File: config.mk
export PLATFORM = sky130hd
export DESIGN_NAME = mem_arbiter
export DESIGN_NICKNAME = d
export VERILOG_FILES = /design/src/rtl/mem_arbiter.sv
export SDC_FILE = /design/constraint.sdc
export NUM_CORES = 1
export LEC_CHECK = 0
export BUFFER_PORTS_ARGS = -buffer_cell sky130_fd_sc_hd__buf_4
export CORE_UTILIZATION = 40
export DETAILED_ROUTE_END_ITERATION = 10
export HOLD_SLACK_MARGIN = 0.02
export PLACE_DENSITY = 0.66
export SYNTH_ARGS = -nofsm -noshare
export SYNTH_HDL_FRONTEND = slang
export SYNTH_SLANG_ARGS = --single-unit
File: constraint.sdc
create_clock -name clk -period 2 [get_ports clk]
set_clock_uncertainty 0.1 [all_clocks]
set_input_delay 0.6 -clock clk [delete_from_list [all_inputs] [get_ports clk]]
set_output_delay 0.6 -clock clk [all_outputs]
set_load 0.02 [all_outputs]
File: src/rtl/mem_arbiter.sv
// Round-robin arbiter that serialises fetch (imem) and load/store (dmem)
// requests onto one physical memory port; every output is registered.
module mem_arbiter #(
  parameter int DATA_WIDTH = 16,
  parameter int MASK_WIDTH = 2
) (
  input  logic                  clk,
  input  logic                  reset_n,
  input  logic                  imem_read,
  input  logic [DATA_WIDTH-1:0] imem_address,
  output logic [DATA_WIDTH-1:0] imem_rdata,
  output logic                  imem_resp,
  input  logic                  dmem_read,
  input  logic                  dmem_write,
  input  logic [DATA_WIDTH-1:0] dmem_address,
  input  logic [DATA_WIDTH-1:0] dmem_wdata,
  input  logic [MASK_WIDTH-1:0] dmem_byte_enable,
  output logic [DATA_WIDTH-1:0] dmem_rdata,
  output logic                  dmem_resp,
  output logic                  pmem_read,
  output logic                  pmem_write,
  output logic [DATA_WIDTH-1:0] pmem_address,
  output logic [DATA_WIDTH-1:0] pmem_wdata,
  output logic [MASK_WIDTH-1:0] pmem_byte_enable,
  input  logic [DATA_WIDTH-1:0] pmem_rdata,
  input  logic                  pmem_resp
);

  typedef enum logic [2:0] {
    IDLE,
    BUSY_I,
    BUSY_D,
    RESP_I,
    RESP_D
  } state_e;

  state_e                  state_q;
  logic                    last_grant_d_q;
  logic                    pmem_read_q;
  logic                    pmem_write_q;
  logic [DATA_WIDTH-1:0]   pmem_address_q;
  logic [DATA_WIDTH-1:0]   pmem_wdata_q;
  logic [MASK_WIDTH-1:0]   pmem_byte_enable_q;
  logic [DATA_WIDTH-1:0]   imem_rdata_q;
  logic [DATA_WIDTH-1:0]   dmem_rdata_q;
  logic                    imem_resp_q;
  logic                    dmem_resp_q;

  logic dmem_req;
  logic grant_i_d;
  logic grant_d_d;

  // On a tie the side that did not win last time is served.
  assign dmem_req  = dmem_read | dmem_write;
  assign grant_i_d = imem_read & (~dmem_req | last_grant_d_q);
  assign grant_d_d = dmem_req & ~grant_i_d;

  always_ff @(posedge clk) begin
    if (!reset_n) begin
      state_q            <= IDLE;
      last_grant_d_q     <= 1'b1;
      pmem_read_q        <= 1'b0;
      pmem_write_q       <= 1'b0;
      pmem_address_q     <= '0;
      pmem_wdata_q       <= '0;
      pmem_byte_enable_q <= '0;
      imem_rdata_q       <= '0;
      dmem_rdata_q       <= '0;
      imem_resp_q        <= 1'b0;
      dmem_resp_q        <= 1'b0;
    end else begin
      imem_resp_q <= 1'b0;
      dmem_resp_q <= 1'b0;
      unique case (state_q)
        IDLE: begin
          if (grant_i_d) begin
            pmem_read_q    <= 1'b1;
            pmem_write_q   <= 1'b0;
            pmem_address_q <= imem_address;
            last_grant_d_q <= 1'b0;
            state_q        <= BUSY_I;
          end else if (grant_d_d) begin
            // A simultaneous read and write collapses to the write alone.
            pmem_read_q        <= dmem_read & ~dmem_write;
            pmem_write_q       <= dmem_write;
            pmem_address_q     <= dmem_address;
            pmem_wdata_q       <= dmem_wdata;
            pmem_byte_enable_q <= dmem_byte_enable;
            last_grant_d_q     <= 1'b1;
            state_q            <= BUSY_D;
          end
        end
        BUSY_I: begin
          if (pmem_resp) begin
            imem_rdata_q <= pmem_rdata;
            imem_resp_q  <= 1'b1;
            pmem_read_q  <= 1'b0;
            pmem_write_q <= 1'b0;
            state_q      <= RESP_I;
          end
        end
        BUSY_D: begin
          if (pmem_resp) begin
            if (pmem_read_q) begin
              dmem_rdata_q <= pmem_rdata;
            end
            dmem_resp_q  <= 1'b1;
            pmem_read_q  <= 1'b0;
            pmem_write_q <= 1'b0;
            state_q      <= RESP_D;
          end
        end
        RESP_I, RESP_D: begin
          state_q <= IDLE;
        end
        default: begin
          state_q <= IDLE;
        end
      endcase
    end
  end

  assign pmem_read        = pmem_read_q;
  assign pmem_write       = pmem_write_q;
  assign pmem_address     = pmem_address_q;
  assign pmem_wdata       = pmem_wdata_q;
  assign pmem_byte_enable = pmem_byte_enable_q;
  assign imem_rdata       = imem_rdata_q;
  assign dmem_rdata       = dmem_rdata_q;
  assign imem_resp        = imem_resp_q;
  assign dmem_resp        = dmem_resp_q;

  // Only one requester is ever answered, and only one strobe is ever high.
  a_one_resp: assert property (@(posedge clk) disable iff (!reset_n)
    !(imem_resp_q && dmem_resp_q));
  a_one_strobe: assert property (@(posedge clk) disable iff (!reset_n)
    !(pmem_read_q && pmem_write_q));

endmodule

==> results of run 1 <==
report_power, final:
group | total (W) | internal (W) | leakage (nW) | switching [W]
clock network | 0.00136 | 0.000828 | 0.114 | 0.000530
registers | 0.00171 | 0.00162 | 0.605 | 0.0000994
logic | 0.00114 | 0.000515 | 1.25 | 0.000625
total | 0.00421 | 0.00296 | 1.97 | 0.00125
registers in the layout (all words and copies together) (netlist names):
signal and cells:
pmem_byte_enable 2, pmem_write 1, state_q 3, pmem_wdata 16, pmem_address 16, dmem_rdata 16, pmem_read 1, imem_rdata 16
imem_resp 1, dmem_resp 1, last_grant_d_q 1
how the worst max path moves through the flow:
stage	to	startpoint
detailed placement	pmem_address[10]$_SDFFE_PN0P_	dmem_write
global placement	pmem_address[9]$_SDFFE_PN0P_	dmem_write
global route	pmem_read$_SDFFE_PN0P_	state_q[1]$_SDFFE_PN0P_
CTS	last_grant_d_q$_SDFFE_PN1P_	state_q[1]$_SDFFE_PN0P_
floorplan	pmem_address[10]$_SDFFE_PN0P_	imem_read
finish	last_grant_d_q$_SDFFE_PN1P_	state_q[1]$_SDFFE_PN0P_
cell type report:
| class | count | area [µm²] | share of cell area |
|---|---|---|---|
| multi-input cells | 242 | 1460 | 0.325 |
| well taps | 99 | 124 | 0.0275 |
| inverters | 2 | 7.51 | 0.00166 |
| flip-flops and latches | 74 | 1480 | 0.329 |
| clock buffers | 11 | 131 | 0.0291 |
| clock inverters | 5 | 103 | 0.0228 |
| repair buffers | 158 | 1200 | 0.266 |
critical path: stages (launching register included):
cell and delay, ps:
dfxtp_1 580, or3_1 180, buf_4 340, nor2_1 130, a211o_1 280
cell families (layout without fill, tap and decap cells):
kind of cell,Yosys count,in the layout,share of synthesized area
buffers and inverters,42,176,0.0679
muxes,1,1,0.00321
xor gates and xnor gates,1,1,0.00281
and+or+nand+nor,98,98,0.162
AOI/OAI and AO/OA,142,142,0.288
DFF,74,74,0.476
layout by cell type, fill, tap and decap left out, drive strengths merged, types with 2 or more instances in the layout:
master     n
a21boi    16
a21oi     51
and3      16
buf      158
bufinv     3
clkbuf    11
clkinv     2
dfxtp     74
nand2     32
nand2b     2
nand3     34
nand4bb    2
nor2       4
nor3       3
nor4bb     2
o21ai     37
o21bai    17
o311a     16
per-stage QoR:
step / area (µm²) / total power (W) / util / setup slack [ps]
6_report: 4510 / 0.00421 / 0.609 / 278
5_1_grt: 4510 / 0.00442 / 0.609 / 149
4_1_cts: 4510 / 0.00425 / 0.609 / 286
3_5_place_dp: 4280 / 0.00289 / 0.577 / 176
3_3_place_gp: 4280 / 0.00287 / 0.577 / 249
2_1_floorplan: 3120 / 0.00243 / - / 209
layer usage:
| layer | global-route usage | up-vias | share of wire |
|---|---|---|---|
| met5 | 0 | - | 0 |
| met1 | 0.280 | 1479 | 0.46 |
| met4 | 0.0914 | 0 | 0.018 |
| li1 | - | 1553 | - |
| met2 | 0.344 | 107 | 0.46 |
| met3 | 0.0497 | 14 | 0.061 |
==> results.md, run 1 <==
* Gpl congestion at 0.717
* Ant. Diodes at 0
* Reg clk slew, reported paths at 70 ps
* Max Fclk at 0.581 GHz
* Initial antenna violation count at 0
* Vias per cell at 5.34
* Hold Crit Class: reg2reg
* Width of the die at 90.3 µm
* Worst r2r src: state_q[1]$_SDFFE_PN0P_
* CTS hold repair buffers at 0
* Total wire length at 8.76 mm
* WL per Instance at 14.8 µm
* Required @ worst endpoint at 2120 ps
* Setup bufs post-CTS at 0
* Synthesized flop and latch total at 74
* Arrival time at the worst endpoint at 1850 ps
* Core area at 7410 µm²
* Cell taking the most area after synthesis: dfxtp_1
* Pin count of the biggest net entering global routing at 37
* Post-route ant nets at 0
* Hold endpoint: imem_rdata[0]$_SDFFE_PN0P_
* Total GRT Usage at 0.216
* R2R depth at 4
* Synth top area share at 0.476
* Worst Hold Depth at 2
* First-pass DRT Iterations at 4
* Final min period at 1720 ps
* Startpoint types: flop
* Die ar. at 8150 µm²
* Final Hold Fails at 0
* Commonest cells post-synth: dfxtp_1, a21oi_1, o21ai_0
* # clock sinks at 74
* Slew Viols, Final at 0
* Fin nets at 559
* I/O pins at 142
* Fin crit share at 0.861
* Setup Total Neg Slack at 0 ps
* Leak pwr at 1.97 nW
* Async SR Flop Fraction at 0
* Sequential element share of the synthesized area at 0.476
* Most numerous cell in the Yosys netlist: dfxtp_1
* Synth Net Count at 430
* Iteration-0 DRC Markers at 135
* Yosys cell types at 32
* Worst Path Max Fanout at 36
* Worst hold slack at 356 ps
* FP Rows at 31
* Top cells by area, synth: dfxtp_1, a21oi_1, o21ai_0, nand3_1, o311a_1
* Die height at 90.3 µm
* Fillers at 661
* Cell Area, Synth at 3120 µm²
* Post-Synthesis Cells at 358
* Critical setup path kind: reg2reg
* Yosys Warn Count at 0
* Total CTS buffers at 9
* PostCTS Resize Cnt at 0
* Dpl hpwl at 5.90 mm
* RR Endpoint: last_grant_d_q$_SDFFE_PN1P_
* First-pass GRT wire length at 14.4 mm
* Vias in the first global route at 2986
* DP Cell Count at 575
* Relative slew slack at 0.682
* Post-route DRC violation count at 0
* Fin cells at 591
* CP Capture Type: flop
* Hold wc startpoint: imem_rdata[0]$_SDFFE_PN0P_
* Starting Density at 0.421
* Number of synthesized flops with an enable pin at 0
* CTS tree: done
* Cell Pwr Density at 934 nW/µm²
* Total congestion overflow at 0
* Clk_lat worst skew at 330 ps
* Unrepaired setup endpoints after global routing: false
* Slew @ Worst Pin at 477 ps
* Htree depth at 3
* VDD IR-drop max at 0.000367 V
* Fraction of layout instances using a drive strength above 1 at 0.364
* CTS Root Cell: clkbuf_8
* # setup viols final at 0
* Avg Inst Size Synth at 8.70 µm²
* Status: finished, final reports clean
* PortBufs at 141
* Prevailing post-synth register cell: dfxtp_1
* Clock buffer depth at 2
* FF-to-FF setup slack at 280 ps
* Area Overhead vs Synth at 44.7%
* Vias at 3153
* Max cap viols at 0
(Power assumes the default switching activity.)
==> inputs of run 2 (changes only) <==
--- a/config.mk
+++ b/config.mk
@@ -6,10 +6,10 @@
 export NUM_CORES = 1
 export LEC_CHECK = 0
 export BUFFER_PORTS_ARGS = -buffer_cell sky130_fd_sc_hd__buf_4
-export CORE_UTILIZATION = 40
+export CORE_UTILIZATION = 47
 export DETAILED_ROUTE_END_ITERATION = 10
 export HOLD_SLACK_MARGIN = 0.02
-export PLACE_DENSITY = 0.66
+export PLACE_DENSITY = 0.76
 export SYNTH_ARGS = -nofsm -noshare
 export SYNTH_HDL_FRONTEND = slang
 export SYNTH_SLANG_ARGS = --single-unit
==> results.md, run 2 (synthesis results as in run 1) <==
* Die height at 83.4 µm (-7.6%)
* Leak pwr at 1.96 nW (-0.56%)
* Fraction of layout instances using a drive strength above 1 at 0.365 (+0.00129)
* Fin crit share at 0.795 (-0.0657)
* WL per Instance at 14.9 µm (+0.37%)
* Reg clk slew, reported paths at 80 ps (about the same)
* PortBufs at 141 (unchanged)
* Die ar. at 6960 µm² (-15%)
* Worst Hold Depth at 2 (unchanged)
* Total GRT Usage at 0.242 (+0.0265)
* CTS hold repair buffers at 0 (unchanged)
* Vias in the first global route at 2963 (-0.77%)
* DP Cell Count at 554 (-3.7%)
* Required @ worst endpoint at 2140 ps (+20 ps)
* Multi-input logic area at 1440 µm² (-1.6%)
* FP Rows at 29 (-6.5%)
* PostCTS Resize Cnt at 0 (unchanged)
* Vias per cell at 5.48 (+2.7%)
* Pin count of the biggest net entering global routing at 34 (-8.1%)
* Setup bufs post-CTS at 0 (unchanged)
* VDD IR-drop max at 0.000647 V (+76%)
* Width of the die at 83.4 µm (-7.6%)
* Most common cell after layout, fill and taps aside: buf_4
* Storage cell area at 1480 µm² (unchanged)
* Setup Total Neg Slack at 0 ps (unchanged)
* Max cap viols at 0 (unchanged)
* Core area at 6390 µm² (-14%)
* Final worst setup slack at 410 ps (+131 ps)
* Relative slew slack at 0.680 (-0.00138)
* Finished layout cell area at 4450 µm² (-1.3%)
* CP cell instances: or3_1, buf_4, nor2_1, a221oi_1
* CTS tree: done
* Final min period at 1590 ps (-131 ps)
* Critical setup path kind: reg2reg
* CTS Root Cell: clkbuf_8
* CP delay by family, top: flip-flops
* Slew @ Worst Pin at 479 ps (+2.06 ps)
* Fillers at 553 (-16%)
* Ant. Diodes at 0 (unchanged)
* Startpoint types: flop
* Total CTS buffers at 9 (unchanged)
* Final Hold Fails at 0 (unchanged)
* Post-route DRC violation count at 0 (unchanged)
* Status: finished, final reports clean
* Dpl ws at 181 ps (+5.15 ps)
* Clock buffer depth at 2 (unchanged)
* Arrival time at the worst endpoint at 1730 ps (-120 ps)
* Clk_lat worst skew at 330 ps (about the same)
* Crit-path slowest cell: dfxtp_1
* Dpl hpwl at 5.86 mm (-0.57%)
* Iteration-0 DRC Markers at 167 (+24%)
* I/O pins at 142 (unchanged)
* Fin cells at 570 (-3.6%)
* Post-route ant nets at 0 (unchanged)
* # clock sinks at 74 (unchanged)
* Fin nets at 560 (+0.18%)
* Max Fclk at 0.629 GHz (+8.3%)
* CP Capture Type: flop
* CP Buf/Inv Count at 1 (unchanged)
* Worst path max stage delay at 530 ps (-50 ps)
* Hold Crit Class: reg2reg
* First-pass DRT Iterations at 4 (unchanged)
* Vias at 3124 (-0.92%)
* Htree depth at 3 (unchanged)
* Critical path depth at 4 (unchanged)
* Total congestion overflow at 0 (unchanged)
* Cell Pwr Density at 922 nW/µm² (-1.3%)
* Slew Viols, Final at 0 (unchanged)
* Starting Density at 0.488 (+0.0673)
* Most frequent cells in the layout: buf_4, dfxtp_1, a21oi_1
* # setup viols final at 0 (unchanged)
* Total wire length at 8.48 mm (-3.2%)
* R2R depth at 4 (unchanged)
* Gpl congestion at 0.767 (+6.9%)
* Area Overhead vs Synth at 42.9%
* First-pass GRT wire length at 13.8 mm (-3.9%)
* Placed Area at 4230 µm² (-1.0%)
* Worst Path Max Fanout at 23 (-36%)
* Unrepaired setup endpoints after global routing: false
* Initial antenna violation count at 0 (unchanged)
-- run 2: path summary, 6_finish.rpt --
path / start / endpoint / slack [ps]
max reg2reg: state_q[1]$_SDFFE_PN0P_ / pmem_read$_SDFFE_PN0P_ / 410
min: imem_rdata[1]$_SDFFE_PN0P_ / imem_rdata[1]$_SDFFE_PN0P_ / 360
min reg2reg: imem_rdata[1]$_SDFFE_PN0P_ / imem_rdata[1]$_SDFFE_PN0P_ / 360
max: state_q[1]$_SDFFE_PN0P_ / pmem_read$_SDFFE_PN0P_ / 410
-- run 2: layout make-up --
type                       instances  area share
clock buffer                      10      0.0287
clock inverter                     6      0.0205
inverter                           2     0.00169
multi-input combinational        242       0.324
sequential                        74       0.333
tap                               77      0.0216
timing repair buffer             159       0.271
-- run 2: stage by stage --
step / hold slack (ps) / power [W] / utilization
6_report: 357 / 0.00410 / 0.697
5_1_grt: 382 / 0.00431 / 0.697
4_1_cts: 361 / 0.00413 / 0.697
3_5_place_dp: 350 / 0.00288 / 0.663
3_3_place_gp: 343 / 0.00285 / 0.663
2_1_floorplan: 374 / 0.00243 / -
-- run 2: routing by layer --
layer	vias to the layer above	track usage	share of wire
met5	-	0	0
met4	0	0.0863	0.018
li1	1545	-	-
met3	15	0.0527	0.066
met1	1450	0.302	0.42
met2	114	0.413	0.49
-- run 2: report_power, final --
part           internal, W  switching, W  leakage (nW)  total (W)
clock             0.000705      0.000558        0.0987    0.00126
sequential         0.00161     0.0000891         0.605    0.00170
combinational     0.000517      0.000619          1.26    0.00114
total              0.00284       0.00127          1.96    0.00410
-- run 2: worst register-to-register path: stages, from the launching register on --
cell and delay (ps):
dfxtp_1 530, or3_1 190, buf_4 260, nor2_1 110, a221oi_1 300
==> inputs of run 3 (changes only) <==
==> constraint.sdc (replaced) <==
create_clock -name clk -period 1.6 [get_ports clk]
set_clock_uncertainty 0.1 [all_clocks]
set_input_delay 0.48 -clock clk [delete_from_list [all_inputs] [get_ports clk]]
set_output_delay 0.48 -clock clk [all_outputs]
set_load 0.02 [all_outputs]
==> results.md, run 3 (synthesis results as in run 1) <==
* CTS tree: done
* First-pass GRT wire length at 13.9 mm (+0.60%)
* Die height at 83.4 µm (unchanged)
* WL per Instance at 14.9 µm (about the same)
* Most frequent cells in the layout: buf_4, dfxtp_1, a21oi_1
* Pin count of the biggest net entering global routing at 34 (unchanged)
* Unrepaired setup endpoints after global routing: false
* CP Capture Type: output pin
* Iteration-0 DRC Markers at 104 (-38%)
* I/O pins at 142 (unchanged)
* Hold Crit Class: in2reg
* Htree depth at 3 (unchanged)
* Dpl hpwl at 6.14 mm (+4.8%)
* CP Buf/Inv Count at 1 (unchanged)
* Final min period at 1520 ps
* Max Fclk at 0.656 GHz
* CP cell instances: buf_4
* Vias in the first global route at 3023 (+2.0%)
* Fraction of layout instances using a drive strength above 1 at 0.377 (+0.0121)
* DP Cell Count at 562 (+1.4%)
* Die ar. at 6960 µm² (unchanged)
* Most common cell after layout, fill and taps aside: buf_4
* Starting Density at 0.488 (unchanged)
* Fin cells at 578 (+1.4%)
* Worst Path Max Fanout at 6 (-74%)
* Gpl congestion at 0.736 (-4.0%)
* Area Overhead vs Synth at 47.8%
* Final Hold Fails at 0 (unchanged)
* CTS Root Cell: clkbuf_8
* Reg clk slew, reported paths at 80 ps (about the same)
* Clk_lat worst skew at 330 ps (about the same)
* Setup bufs post-CTS at 0 (unchanged)
* Total wire length at 8.60 mm (+1.4%)
* Width of the die at 83.4 µm (unchanged)
* Leak pwr at 2.04 nW (+3.9%)
* Flop pwr share at 0.406 (-0.009)
* Slew @ Worst Pin at 461 ps (-18.4 ps)
* Ant. Diodes at 0 (unchanged)
* # setup viols final at 0 (unchanged)
* Post-route DRC violation count at 0 (unchanged)
* Status: finished, final reports clean
* Pint at 0.00365 W (+29%)
* Clock network fraction of design power at 0.301 (-0.007)
* Total congestion overflow at 0 (unchanged)
* Required @ worst endpoint at 1020 ps (-1120 ps)
* Arrival time at the worst endpoint at 940 ps (-790 ps)
* Clock buffer depth at 2 (unchanged)
* Total GRT Usage at 0.243 (+0.00118)
* Post-route ant nets at 0 (unchanged)
* Max cap viols at 0 (unchanged)
* PortBufs at 141 (unchanged)
* FF-to-FF setup slack at 130 ps (-280 ps)
* Total CTS buffers at 9 (unchanged)
* VDD IR-drop max at 0.000725 V (+12%)
* Fin nets at 568 (+1.4%)
* Initial antenna violation count at 0 (unchanged)
* Critical setup path kind: reg2out
* Fin crit share at 0.953
* Sw power at 0.00158 W (+25%)
* Worst path max stage delay at 430 ps (-100 ps)
* Crit-path slowest cell: dfxtp_1
* Finished layout cell area at 4600 µm² (+3.5%)
* Switching part of the total at 0.301 (-0.00704)
* CP delay by family, top: flip-flops
* Vias at 3205 (+2.6%)
* FP Rows at 29 (unchanged)
* First-pass DRT Iterations at 4 (unchanged)
* Vias per cell at 5.54 (+1.2%)
* Relative slew slack at 0.692 (+0.0123)
* Core area at 6390 µm² (unchanged)
* Cell Pwr Density at 1140 nW/µm² (+23%)
* Comb pwr share at 0.292 (+0.015)
* CTS hold repair buffers at 0 (unchanged)
* Startpoint types: flop
* # clock sinks at 74 (unchanged)
* Placed Area at 4380 µm² (+3.6%)
* Slew Viols, Final at 0 (unchanged)
[run 3: cell types whose count changed in the layout (fill, tap and decap cells not counted), moves of 2 or more]
cell,before,now
buf_4,158,160
nor4bb_4,0,2
clkinvlp_4,3,1
buf_12,1,7
nor4bb_2,2,0
clkinv_2,0,2
[run 3: cell type report]
type / instances / area [µm²]
multi-input combinational: 242 / 1460
clock buffer: 11 / 141
fill: 524 / 1780
tap: 77 / 96.3
inverter: 2 / 7.51
timing repair buffer: 167 / 1340
clock inverter: 5 / 77.6
sequential: 74 / 1480
[run 3: final timing paths]
kind / start / end / depth (start not counted)
hold reg to reg: imem_rdata[0]$_SDFFE_PN0P_ / imem_rdata[0]$_SDFFE_PN0P_ / 2
setup reg to reg: state_q[1]$_SDFFE_PN0P_ / pmem_wdata[9]$_SDFFE_PN0P_ / 4
setup / recovery: pmem_read$_SDFFE_PN0P_ / pmem_read / 1
hold / removal: pmem_rdata[6] / imem_rdata[6]$_SDFFE_PN0P_ / 3
[run 3: layer usage]
metal / vias to the layer above / wire, µm / global-route usage
met2: 117 / 4210 / 0.411
met1: 1502 / 3610 / 0.297
met3: 15 / 614 / 0.0577
met4: 0 / 165 / 0.105
li1: 1571 / - / -
met5: - / 0 / 0
[run 3: per-stage QoR]
| stage | TNS [ps] | power (W) | hold slack [ps] | setup WS [ps] | util |
|---|---|---|---|---|---|
| after global placement | -1.75 | 0.00365 | 344 | -0.626 | 0.687 |
| after global routing | 0 | 0.00547 | 291 | 18.9 | 0.721 |
| final | 0 | 0.00523 | 299 | 75.2 | 0.721 |
| after detailed placement | -931 | 0.00369 | 347 | -52.5 | 0.687 |
| after floorplan | 0 | 0.00305 | 374 | 19.9 | - |
| after CTS | 0 | 0.00526 | 285 | 47.4 | 0.721 |
[run 3: power by group through the flow]
stage	Sequential (W)	Clock (W)	Combinational, W
6_report	0.00213	0.00158	0.00153
5_1_grt	0.00214	0.00168	0.00164
4_1_cts	0.00212	0.00160	0.00153
3_5_place_dp	0.00216	0	0.00153
3_3_place_gp	0.00216	0	0.00149
2_1_floorplan	0.00234	0	0.000711
[run 3: repair_timing]
item	4_1_cts	5_1_grt
setup endpoints to repair	0	2
resized for setup	0	2
hold endpoints to repair	0	0
[run 3: worst register-to-register path, delay by kind of cell, from the launching register on]
kind                   cells  cell delay (ps)
AO/OA/AOI/OAI              2              310
buffers and inverters      1              210
flip-flops                 1              350
AND/OR/NAND/NOR            1              390
